<file path="src/rtl/montgomery_pkg.sv">
// Shared types and elaboration-time helpers for the streaming Montgomery multiplier.
package montgomery_pkg;

    typedef enum logic [1:0] {
        IDLE = 2'd0,
        CALC = 2'd1,
        FSUB = 2'd2,
        DONE = 2'd3
    } state_t;

    // Largest digit width the datapath supports (radix-4).
    localparam int DIGIT_BITS_MAX = 2;

    // Number of CALC iterations needed to consume the whole multiplicand.
    function automatic int n_iter(input int k_bits, input int digit_bits);
        return k_bits / digit_bits;
    endfunction

    // m' = -m^-1 mod 2^D for odd m. For D=2 an odd m is its own inverse mod 4,
    // so m' reduces to (4 - m) mod 4.
    function automatic logic [1:0] m_prime(input logic [1:0] m_low, input int digit_bits);
        if (digit_bits == 1) begin
            return 2'd1;
        end
        return 2'd0 - m_low;
    endfunction

    function automatic bit digit_bits_legal(input int digit_bits);
        return (digit_bits >= 1) && (digit_bits <= DIGIT_BITS_MAX);
    endfunction

endpackage

</file>
<file path="src/rtl/montgomery_mmm_stream_digit_step.sv">
// One Montgomery reduction step: consumes a DIGIT_BITS-wide digit of A and
// returns (P + a_i*B + q*m) / 2^D. Purely combinational so t and q stay visible.
module montgomery_digit_step
    import montgomery_pkg::*;
#(
    parameter int K_BITS     = 8,
    parameter int DIGIT_BITS = 1
) (
    input  logic [K_BITS:0]       i_P,
    input  logic [K_BITS-1:0]     i_B,
    input  logic [K_BITS-1:0]     i_m,
    input  logic [DIGIT_BITS-1:0] i_a,
    input  logic [DIGIT_BITS-1:0] i_mp,
    output logic [K_BITS:0]       o_P_next
);

    // P < 2m plus two digit-scaled K-bit terms always fits in K+3 bits.
    localparam int SW = K_BITS + 3;

    logic [SW-1:0]         w_ab;
    logic [SW-1:0]         w_t;
    logic [DIGIT_BITS-1:0] w_q;
    logic [SW-1:0]         w_qm;
    logic [SW-1:0]         w_u;

    // Shift-and-add products keep the digit multiplies tiny for D <= 2.
    always_comb begin
        w_ab = '0;
        for (int j = 0; j < DIGIT_BITS; j++) begin
            if (i_a[j]) begin
                w_ab = w_ab + ({3'b000, i_B} << j);
            end
        end
        w_t = {2'b00, i_P} + w_ab;

        w_q = '0;
        for (int j = 0; j < DIGIT_BITS; j++) begin
            if (i_mp[j]) begin
                w_q = w_q + (w_t[DIGIT_BITS-1:0] << j);
            end
        end

        w_qm = '0;
        for (int j = 0; j < DIGIT_BITS; j++) begin
            if (w_q[j]) begin
                w_qm = w_qm + ({3'b000, i_m} << j);
            end
        end
        w_u = w_t + w_qm;
    end

    // Low D bits of w_u are zero by choice of q; the result is below 2m.
    assign o_P_next = w_u[K_BITS+DIGIT_BITS:DIGIT_BITS];

endmodule

</file>
<file path="src/rtl/montgomery_mmm_stream.sv">
// Streaming digit-serial Montgomery multiplier: P = A*B*2^-K mod m with
// valid/ready on both sides and an error qualifier for illegal operands.
module montgomery_mmm_stream
    import montgomery_pkg::*;
#(
    parameter int K_BITS     = 8,
    parameter int DIGIT_BITS = 1
) (
    input  logic              i_Clk,
    input  logic              i_Rst,
    input  logic              i_Valid,
    output logic              o_Ready,
    input  logic [K_BITS-1:0] i_A,
    input  logic [K_BITS-1:0] i_B,
    input  logic [K_BITS-1:0] i_m,
    output logic              o_Valid,
    input  logic              i_Ready,
    output logic [K_BITS-1:0] o_P,
    output logic              o_Err
);

    localparam int N  = n_iter(K_BITS, DIGIT_BITS);
    localparam int CW = $clog2(N + 1);

    if (!digit_bits_legal(DIGIT_BITS)) begin : g_bad_digit_bits
        $error("montgomery_mmm_stream: DIGIT_BITS must be 1 or 2");
    end
    if ((K_BITS < 2) || ((K_BITS % DIGIT_BITS) != 0)) begin : g_bad_k_bits
        $error("montgomery_mmm_stream: K_BITS must be >= 2 and a multiple of DIGIT_BITS");
    end

    state_t              r_state;
    logic                r_ready;
    logic                r_valid;
    logic [K_BITS-1:0]   r_p;
    logic                r_err;
    logic [CW-1:0]       r_cnt;
    logic [K_BITS:0]     r_preg;
    logic [K_BITS-1:0]   r_a;
    logic [K_BITS-1:0]   r_b;
    logic [K_BITS-1:0]   r_m;

    logic [1:0]            w_mp_full;
    logic [DIGIT_BITS-1:0] w_mp;
    logic [K_BITS:0]       w_p_next;
    logic [K_BITS+1:0]     w_diff;
    logic                  w_borrow;
    logic                  w_bad_ops;

    assign w_mp_full = m_prime(r_m[1:0], DIGIT_BITS);
    assign w_mp      = w_mp_full[DIGIT_BITS-1:0];
    assign w_diff    = {1'b0, r_preg} - {2'b00, r_m};
    assign w_borrow  = w_diff[K_BITS+1];
    assign w_bad_ops = !i_m[0] || (i_A >= i_m) || (i_B >= i_m);

    // r_a is shifted right each CALC cycle so the current digit is always at the bottom.
    montgomery_digit_step #(
        .K_BITS     (K_BITS),
        .DIGIT_BITS (DIGIT_BITS)
    ) u_step (
        .i_P      (r_preg),
        .i_B      (r_b),
        .i_m      (r_m),
        .i_a      (r_a[DIGIT_BITS-1:0]),
        .i_mp     (w_mp),
        .o_P_next (w_p_next)
    );

    // Control FSM, iteration counter, operand latches and registered handshake outputs.
    always_ff @(posedge i_Clk or posedge i_Rst) begin
        if (i_Rst) begin
            r_state <= IDLE;
            r_ready <= 1'b1;
            r_valid <= 1'b0;
            r_p     <= '0;
            r_err   <= 1'b0;
            r_cnt   <= '0;
            r_preg  <= '0;
            r_a     <= '0;
            r_b     <= '0;
            r_m     <= '0;
        end else begin
            case (r_state)
                IDLE: begin
                    if (i_Valid && r_ready) begin
                        r_a     <= i_A;
                        r_b     <= i_B;
                        r_m     <= i_m;
                        r_preg  <= '0;
                        r_cnt   <= '0;
                        r_ready <= 1'b0;
                        if (w_bad_ops) begin
                            // Valid is raised from DONE one cycle later.
                            r_err   <= 1'b1;
                            r_p     <= '0;
                            r_state <= DONE;
                        end else begin
                            r_state <= CALC;
                        end
                    end
                end
                CALC: begin
                    r_preg <= w_p_next;
                    r_a    <= r_a >> DIGIT_BITS;
                    r_cnt  <= r_cnt + 1'b1;
                    if (r_cnt == CW'(N - 1)) begin
                        r_state <= FSUB;
                    end
                end
                FSUB: begin
                    r_p     <= w_borrow ? r_preg[K_BITS-1:0] : w_diff[K_BITS-1:0];
                    r_err   <= 1'b0;
                    r_valid <= 1'b1;
                    r_state <= DONE;
                end
                DONE: begin
                    if (!r_valid) begin
                        r_valid <= 1'b1;
                    end else if (i_Ready) begin
                        r_valid <= 1'b0;
                        r_ready <= 1'b1;
                        r_state <= IDLE;
                    end
                end
                default: begin
                    r_state <= IDLE;
                    r_ready <= 1'b1;
                    r_valid <= 1'b0;
                end
            endcase
        end
    end

    assign o_Ready = r_ready;
    assign o_Valid = r_valid;
    assign o_P     = r_p;
    assign o_Err   = r_err;

endmodule

</file>
<file path="config.mk">
export PLATFORM = sky130hd
export DESIGN_NAME = montgomery_mmm_stream
export DESIGN_NICKNAME = d
export VERILOG_FILES = /design/src/rtl/montgomery_pkg.sv /design/src/rtl/montgomery_mmm_stream_digit_step.sv /design/src/rtl/montgomery_mmm_stream.sv
export SDC_FILE = /design/constraint.sdc
export NUM_CORES = 1
export LEC_CHECK = 0
export CAP_MARGIN = 0
export CORE_MARGIN = 1.5
export CORE_UTILIZATION = 40
export DETAILED_ROUTE_END_ITERATION = 10
export PLACE_DENSITY = 0.59
export SKIP_CTS_REPAIR_TIMING = 1
export SYNTH_ARGS = -nofsm -noshare
export SYNTH_HDL_FRONTEND = slang
export SYNTH_SLANG_ARGS = --single-unit
</file>
<file path="constraint.sdc">
create_clock -name i_Clk -period 3.8 [get_ports i_Clk]
set_input_delay 0.57 -clock i_Clk [delete_from_list [all_inputs] [get_ports i_Clk]]
set_output_delay 0.57 -clock i_Clk [all_outputs]
set_load 0.01 [all_outputs]
</file>
==> flow_summary.json, run 1 <==
{
  "drive_above_1_share_pct": 8.07,
  "hold_ws_ns": 0.480,
  "cp_slowest_stage_delay_ns": 0.47,
  "pin_count": 39,
  "tns_ns": 0,
  "skew_ns": 0.0102,
  "synth_most_common_cell": "dfrtp_1",
  "fin_crit_ns": 3.27,
  "drt-wirelength-per-cell_microns": 14.0,
  "port-buffer-count": 38,
  "first_iter_violations": 134,
  "power.leakage_uw": 0.00205,
  "wl_microns": 7250,
  "grt_overflow": 0,
  "netlist_instances": 366,
  "ys_ff_latch": 50,
  "grt_usage_pct": 16.2,
  "antenna-diode-count": 0,
  "hold_viol_final": 0,
  "coreArea_sq_mm": 0.00864,
  "max_freq_mhz": 306,
  "cp_max_fo": 9,
  "crit_top_cell": "xnor2_1",
  "synth_fp_nets": 443,
  "htree_num_levels": 2,
  "yosysWarnings": 0,
  "cts_made_buffers": 5,
  "worst_pin_slew_ns": 1.05,
  "placementRows": 34,
  "hp-class": "flip-flop to flip-flop",
  "worstPathCellList": "and2_1 > ha_1 > inv_1 > fa_1 > nand2b_1 > a21oi_1 > nor3_1 > xnor2_1 > ha_1 > or2_2 > a21oi_1 > a31oi_1 > xnor2_1 > xnor2_1 > a22o_1",
  "topRoutingLayerUsed": "met4",
  "startpoint_type": "flip-flop",
  "synth_largest_area_cell": "dfrtp_1",
  "synth_area_leaders": "dfrtp_1, ha_1, o21ai_0",
  "rsz0062_at_grt": "no",
  "grt_first_pass_wirelength_microns": 12500,
  "gp_congestion": 0.857,
  "syn_avg_cell_area_sq_um": 9.68,
  "path_class": "flip-flop to flip-flop",
  "synthTopCellsByCount": "dfrtp_1, ha_1, inv_1, o21ai_0, nand2_1",
  "synthFlopType": "dfrtp_1",
  "relSlewSlack_pct": 30.1,
  "p_per_area_mw_per_mm2": 223,
  "die_h_microns": 97.1,
  "ys_seq_area_share_pct": 35.4,
  "cts.sinks": 50,
  "grt_pass1_vias": 2705,
  "dr_wl_met3_microns": 281,
  "synth.top_cell.area_share_pct": 34.6,
  "area_growth_pct": 16.6,
  "slew_viol_final": 0,
  "setup_viol": 0,
  "clockBufferDepth": 2,
  "outcome": "finished, final reports clean",
  "drt-met1-wl_microns": 3510,
  "period_share_pct": 86.0,
  "cts_tree": "done",
  "first_pass_iters": 7,
  "drc": 0,
  "peakVddDrop_mv": 0.144,
  "start_util_pct": 41.0,
  "critPathCaptureType": "flip-flop",
  "nets": 485,
  "dieArea_sq_mm": 0.00943,
  "arrival_ns": 3.47,
  "synth-edff-count": 0,
  "insertion_delay_ns": 0.31,
  "die_w_microns": 97.1,
  "clockRootBuffer": "clkbuf_8",
  "netlist_area_sq_mm": 0.00354,
  "max-cap-violations": 0,
  "synthArstFlopShare_pct": 100,
  "cts.clk_slew.worst_paths_ns": 0.09,
  "via_per_inst": 5.33,
  "antenna_found_initial": 0,
  "grt_max_degree": 51,
  "slowest_stage": "dfrtp_1",
  "crit_required_ns": 4.00,
  "dpl.hpwl_microns": 5840,
  "nFillCells": 809,
  "met2WireLength_microns": 3340,
  "antenna_left": 0,
  "synth.distinct_cells": 45,
  "vias": 2757
}
-- through the flow --
stage                     area [sq um]  cells  power [uW]  setup slack (ns)  util (%)
after floorplan                   3540    366         579             0.780         -
after CTS                         4130    517         932             0.475      47.8
after global routing              4130    517         963             0.262      47.8
after global placement            4050    509         624             0.544      46.9
final                             4130    517         920             0.531      47.8
after detailed placement          4050    509         624             0.492      46.9
-- state kept, by name, indices dropped and copies added, names as in the netlist --
register / flops
r_a: 8
r_m: 8
r_state: 2
o_Err: 1
o_Ready: 1
r_preg: 9
r_b: 8
o_Valid: 1
r_cnt: 4
o_P: 8
-- layout make-up --
cell class | instances | area (sq um) | share of cell area, %
Timing Repair Buffer | 41 | 403 | 9.75
Sequential cell | 50 | 1250 | 30.3
Tap cell | 108 | 135 | 3.27
Multi-Input combinational cell | 275 | 2130 | 51.5
Clock buffer | 8 | 80.1 | 1.94
Inverter | 35 | 131 | 3.18
-- report_power, final --
part	switching (uW)	internal, uW
Combinational	39.5	40.9
Sequential	0	532
Clock	176	131
Total	216	704
-- critical path: cells and delay by family (launching register included) --
kind / cells / cell delay [ns]
AOI/OAI and AO/OA: 4 / 0.64
xor gates and xnor gates: 3 / 0.41
adders and majority gates: 3 / 0.86
buffers and inverters: 1 / 0.06
DFF: 1 / 0.47
and+or+nand+nor: 4 / 0.72
-- cell families (layout without fill, tap and decap cells) --
kind of cell / after synthesis / in the layout / synth area share, %
AND/OR/NAND/NOR: 89 / 89 / 12.4
adder cells (fa/ha/maj): 49 / 49 / 17.9
multiplexers: 17 / 17 / 5.44
XOR/XNOR: 17 / 17 / 4.20
flip-flops: 50 / 50 / 35.4
buffers and inverters: 41 / 84 / 4.56
AO/OA/AOI/OAI: 103 / 103 / 20.1
-- final timing paths --
kind,startpoint,endpoint,slack (ns),cells after the start
hold / removal,o_P[4],o_P[4],0.48,2
setup / recovery,r_a[0],r_preg[7],0.53,15
setup reg to reg,r_a[0],r_preg[7],0.53,15
hold reg to reg,o_P[4],o_P[4],0.48,2
max in group asynchronous,i_Rst,r_a[0],2.31,2
min in group asynchronous,i_Rst,o_P[6],0.84,2
-- layer usage --
layer | vias to the layer above | track usage (%)
met3 | 10 | 2.95
met1 | 1294 | 21.8
met5 | - | 0
met4 | 0 | 4.24
li1 | 1390 | -
met2 | 63 | 26.8
-- placed cells by master (no fill, tap or decap), drive strengths merged, types with 2 or more instances in the layout --
| cell | Yosys | layout |
|---|---|---|
| a21boi | 3 | 3 |
| nor2b | 2 | 2 |
| a222oi | 8 | 8 |
| nor2 | 19 | 19 |
| nand3 | 6 | 6 |
| xnor2 | 15 | 15 |
| inv | 35 | 35 |
| mux2 | 12 | 12 |
| o21a | 3 | 3 |
| o211ai | 3 | 3 |
| mux2i | 5 | 5 |
| a22o | 10 | 10 |
| clkdlybuf4s50 | 0 | 38 |
| clkbuf | 5 | 8 |
| or3 | 2 | 2 |
| o21bai | 2 | 2 |
| or2 | 2 | 2 |
| o21ai | 33 | 33 |
| and2 | 15 | 15 |
| nor3b | 2 | 2 |
| xor2 | 2 | 2 |
| nand2 | 26 | 26 |
| a21o | 5 | 5 |
| nand2b | 6 | 6 |
| nand3b | 2 | 2 |
| a211oi | 4 | 4 |
| a21oi | 21 | 21 |
| dfrtp | 49 | 49 |
| fa | 3 | 3 |
| ha | 46 | 46 |
| a31oi | 5 | 5 |
| nor3 | 5 | 5 |
| buf | 1 | 3 |
Power figures use the tool's default switching activity.
==> inputs of run 2 (changes only) <==
- clock period: 3.8 -> 3.2 ns (I/O delays scaled with it)
==> run 2 against run 1 <==
Cell area grew 4.7%. First-iteration DRC count shrank 16%. Maximum frequency grew 7.9%. Clock skew shrank 0.0062 ns. Sequential share of layout area shrank 1.4 points. Flip-flop and latch count is the same. Core utilization grew 2.3 points. Non-clock buffer count grew 12. Combinational power grew 22%. Worst setup slack lost 0.36 ns.
==> flow_summary.json, run 2 (same netlist as run 1, synthesis figures left out) <==
{
  "outcome": "finished, final reports clean",
  "grt_overflow": 0,
  "largest_register_ff_count": 9,
  "hold_viol_final": 0,
  "setup_viol": 0,
  "nets": 497,
  "antenna-diode-count": 0,
  "grt_usage_pct": 16.1,
  "antenna_left": 0,
  "peakVddDrop_mv": 0.165,
  "power_uw": 1090,
  "final_cell_mix": "dfrtp_1, ha_1, clkdlybuf4s50_1",
  "vias": 2778,
  "coreArea_sq_mm": 0.00864,
  "hp-class": "flip-flop to flip-flop",
  "wl_microns": 7510,
  "htree_num_levels": 2,
  "max-cap-violations": 0,
  "die_w_microns": 97.1,
  "arrival_ns": 3.22,
  "placementRows": 34,
  "grt_pass1_vias": 2766,
  "cts.clk_slew.worst_paths_ns": 0.09,
  "area_growth_pct": 22.1,
  "cp_max_fo": 4,
  "antenna_found_initial": 0,
  "met2WireLength_microns": 3500,
  "power.leakage_uw": 0.00211,
  "dieArea_sq_mm": 0.00943,
  "max_freq_mhz": 330,
  "insertion_delay_ns": 0.30,
  "relSlewSlack_pct": 54.6,
  "dr_wl_met3_microns": 262,
  "crit_required_ns": 3.39,
  "startpoint_type": "flip-flop",
  "via_per_inst": 5.25,
  "start_util_pct": 41.0,
  "cts_made_buffers": 5,
  "dp.cells": 515,
  "drt-met1-wl_microns": 3630,
  "hold_ws_ns": 0.479,
  "dpl.hpwl_microns": 6030,
  "cts_tree": "done",
  "drive_above_1_share_pct": 14.7,
  "port-buffer-count": 38,
  "mostFrequentLayoutCell": "dfrtp_1",
  "worst_pin_slew_ns": 0.680,
  "first_iter_violations": 113,
  "path_class": "flip-flop to flip-flop",
  "slew_viol_final": 0,
  "first_pass_iters": 4,
  "p_per_area_mw_per_mm2": 252,
  "topRoutingLayerUsed": "met4",
  "top_register": "r_preg",
  "grt_max_degree": 32,
  "die_h_microns": 97.1,
  "drt-wirelength-per-cell_microns": 14.2,
  "fin_crit_ns": 3.03,
  "clockBufferDepth": 2,
  "pin_count": 39,
  "period_share_pct": 94.7,
  "clockRootBuffer": "clkbuf_8",
  "grt_first_pass_wirelength_microns": 12400,
  "gp_congestion": 0.862,
  "skew_ns": 0.00402,
  "stdcell_count": 529,
  "cts.sinks": 50,
  "drc": 0,
  "critPathCaptureType": "flip-flop",
  "tns_ns": 0
}
==> run 2: cell count changes in the layout (fill, tap and decap cells not counted), moves of 2 or more <==
cell      before  now
ha_4           0    3
a211oi_2       0    2
o21ai_1        0    3
o21ai_0       29   25
buf_4          3   14
and2_4         0    2
a21oi_2        2    5
a21oi_1       19   15
and2_1        15   13
ha_1          46   43
a211oi_1       4    2
==> run 2: path summary, 6_finish.rpt <==
check / from / end / slack (ns) / depth (start not counted)
max in group asynchronous: i_Rst / r_b[3] / 1.99 / 3
min in group asynchronous: i_Rst / o_P[4] / 0.60 / 2
setup / recovery: r_a[0] / r_preg[8] / 0.17 / 16
hold / removal: o_P[3] / o_P[3] / 0.48 / 2
hold reg to reg: o_P[3] / o_P[3] / 0.48 / 2
setup reg to reg: r_a[0] / r_preg[8] / 0.17 / 16
==> run 2: per-layer routing <==
| layer | global-route usage (%) | up-vias |
|---|---|---|
| li1 | - | 1417 |
| met1 | 20.7 | 1295 |
| met2 | 27.6 | 56 |
| met3 | 2.95 | 10 |
| met4 | 4.24 | 0 |
| met5 | 0 | - |
==> run 2: area by class of cell <==
cell class | count | area [sq um]
Timing Repair Buffer | 53 | 497
Inverter | 35 | 131
Fill cell | 841 | 4310
Sequential cell | 50 | 1250
Tap cell | 108 | 135
Clock buffer | 8 | 80.1
Multi-Input combinational cell | 275 | 2230
==> run 2: metrics by stage <==
stage | worst slack [ns] | area [sq um] | util, %
2_1_floorplan | 0.180 | 3540 | -
3_3_place_gp | 0.0971 | 4100 | 47.4
3_5_place_dp | -0.00806 | 4100 | 47.4
4_1_cts | -0.0281 | 4180 | 48.3
5_1_grt | -0.0513 | 4330 | 50.1
6_report | 0.170 | 4330 | 50.1
==> run 2: critical path, cell delays in order, from the launching register on <==
cell	delay (ns)
dfrtp_1	0.42
nand2_2	0.10
inv_1	0.05
ha_1	0.30
a211oi_2	0.23
nor2_1	0.08
o21a_1	0.21
nor2_1	0.13
xnor2_1	0.17
ha_1	0.31
and3_4	0.19
a211oi_2	0.21
o211ai_1	0.12
nand2b_1	0.14
nor2_2	0.06
xnor2_1	0.14
o21ai_1	0.07
==> run 2: where the power goes <==
group	switching [uW]	leakage, uW	total (uW)	internal (uW)
sequential	0	0.000690	631	631
combinational	46.9	0.00138	98.3	51.4
clock	204	0.0000395	360	156
==> inputs of run 3 (changes only) <==
- CAP_MARGIN: 0 -> 30
- SETUP_SLACK_MARGIN: not set -> 0.15
==> run 3 against run 2 <==
First-iteration DRC count up 28%. Core utilization up 0.35 points. Power about the same. Clock power about the same. Non-clock buffer count up 2.
==> flow_summary.json, run 3 (same netlist as run 1, synthesis figures left out) <==
{
  "drc": 0,
  "startpoint_type": "flip-flop",
  "power_uw": 1090,
  "p_sw_share_pct": 23.1,
  "nets": 499,
  "skew_ns": 0.00400,
  "drt-wirelength-per-cell_microns": 14.2,
  "p_per_area_mw_per_mm2": 250,
  "hp-class": "flip-flop to flip-flop",
  "wl_microns": 7570,
  "via_per_inst": 5.25,
  "mostFrequentLayoutCell": "dfrtp_1",
  "p_comb_share_pct": 9.0,
  "vias": 2788,
  "port-buffer-count": 38,
  "clockRootBuffer": "clkbuf_8",
  "worst_pin_slew_ns": 0.677,
  "first_iter_violations": 145,
  "largest_register_ff_count": 9,
  "grt_max_degree": 32,
  "max-cap-violations": 0,
  "fin_ws_ns": 0.166,
  "slew_viol_final": 0,
  "period_share_pct": 94.8,
  "cts_tree": "done",
  "fin_crit_ns": 3.03,
  "critPathCaptureType": "flip-flop",
  "outcome": "finished, final reports clean",
  "seqPwrFrac_pct": 57.9,
  "cts.sinks": 50,
  "gp_congestion": 0.862,
  "clockBufferDepth": 2,
  "coreArea_sq_mm": 0.00864,
  "hold_viol_final": 0,
  "dieArea_sq_mm": 0.00943,
  "rsz0062_at_grt": "yes",
  "crit_required_ns": 3.40,
  "final_cell_mix": "dfrtp_1, ha_1, clkdlybuf4s50_1",
  "grt_overflow": 0,
  "power.leakage_uw": 0.00213,
  "placementRows": 34,
  "dp_slack_ns": -0.00806,
  "max_freq_mhz": 330,
  "path_class": "flip-flop to flip-flop",
  "dpl.hpwl_microns": 6030,
  "relSlewSlack_pct": 54.8,
  "drive_above_1_share_pct": 16.1,
  "htree_num_levels": 2,
  "cp_max_fo": 4,
  "top_register": "r_preg",
  "grt_first_pass_wirelength_microns": 12400,
  "switchingPower_uw": 252,
  "clkPwrFrac_pct": 33.1,
  "cts.clk_slew.worst_paths_ns": 0.09,
  "area_growth_pct": 23.0,
  "antenna-diode-count": 0,
  "p_int_uw": 839,
  "pin_count": 39,
  "start_util_pct": 41.0,
  "peakVddDrop_mv": 0.165,
  "antenna_found_initial": 0,
  "antenna_left": 0,
  "grt_usage_pct": 16.1,
  "insertion_delay_ns": 0.30,
  "setup_viol": 0,
  "arrival_ns": 3.23,
  "cts_made_buffers": 5,
  "die_w_microns": 97.1,
  "die_h_microns": 97.1,
  "grt_pass1_vias": 2766,
  "first_pass_iters": 4
}
run 3: cell types whose count changed in the layout (fill, tap and decap cells not counted), sizes merged:
cell and change:
buf +2
run 3: layout make-up:
| class | instances | area [sq um] |
|---|---|---|
| Clock buffer | 8 | 80.1 |
| Sequential cell | 50 | 1250 |
| Timing Repair Buffer | 55 | 515 |
| Multi-Input combinational cell | 275 | 2240 |
| Fill cell | 840 | 4280 |
| Inverter | 35 | 131 |
| Tap cell | 108 | 135 |
run 3: power groups by stage:
stage	Clock (uW)	Combinational [uW]	Sequential, uW
floorplan	0	43.2	644
global placement	0	99.3	644
CTS	377	102	631
detailed placement	0	102	644
global route	402	113	631
finish	361	98.4	631
run 3: critical path: stages (launching register included):
cell      delay (ns)
dfrtp_1         0.42
and2_4          0.16
ha_4            0.16
buf_6           0.11
a211oi_2        0.25
nor2_2          0.06
o21a_1          0.20
nor2_1          0.15
xnor2_1         0.17
ha_1            0.31
and3_4          0.19
a211oi_2        0.21
o21ai_1         0.09
a21oi_1         0.17
xnor2_1         0.08
a22o_1          0.17
run 3: through the flow:
| step | std cells | hold WS [ns] | cell area (sq um) | TNS, ns | util [%] |
|---|---|---|---|---|---|
| after floorplan | 366 | 0.442 | 3540 | 0 | - |
| after global placement | 515 | 0.458 | 4100 | 0 | 47.4 |
| after detailed placement | 515 | 0.469 | 4100 | -0.00806 | 47.4 |
| after CTS | 523 | 0.489 | 4180 | -0.0281 | 48.3 |
| after global routing | 531 | 0.514 | 4360 | -0.0471 | 50.4 |
| final | 531 | 0.479 | 4360 | 0 | 50.4 |
run 3: worst paths after layout:
path	to	slack [ns]	cells past startpoint	startpoint
setup reg to reg	r_preg[6]	0.17	15	r_a[0]
setup / recovery	r_preg[6]	0.17	15	r_a[0]
hold reg to reg	o_P[3]	0.48	2	o_P[3]
max in group asynchronous	r_b[3]	1.99	3	i_Rst
hold / removal	o_P[3]	0.48	2	o_P[3]
min in group asynchronous	o_P[4]	0.59	2	i_Rst
run 3: metal layers:
metal	GRT usage [%]	vias to the layer above	wire length [microns]
met2	27.6	54	3550
met1	20.7	1302	3650
met4	4.24	0	116
met3	2.95	10	255
met5	0	-	0
li1	-	1422	-
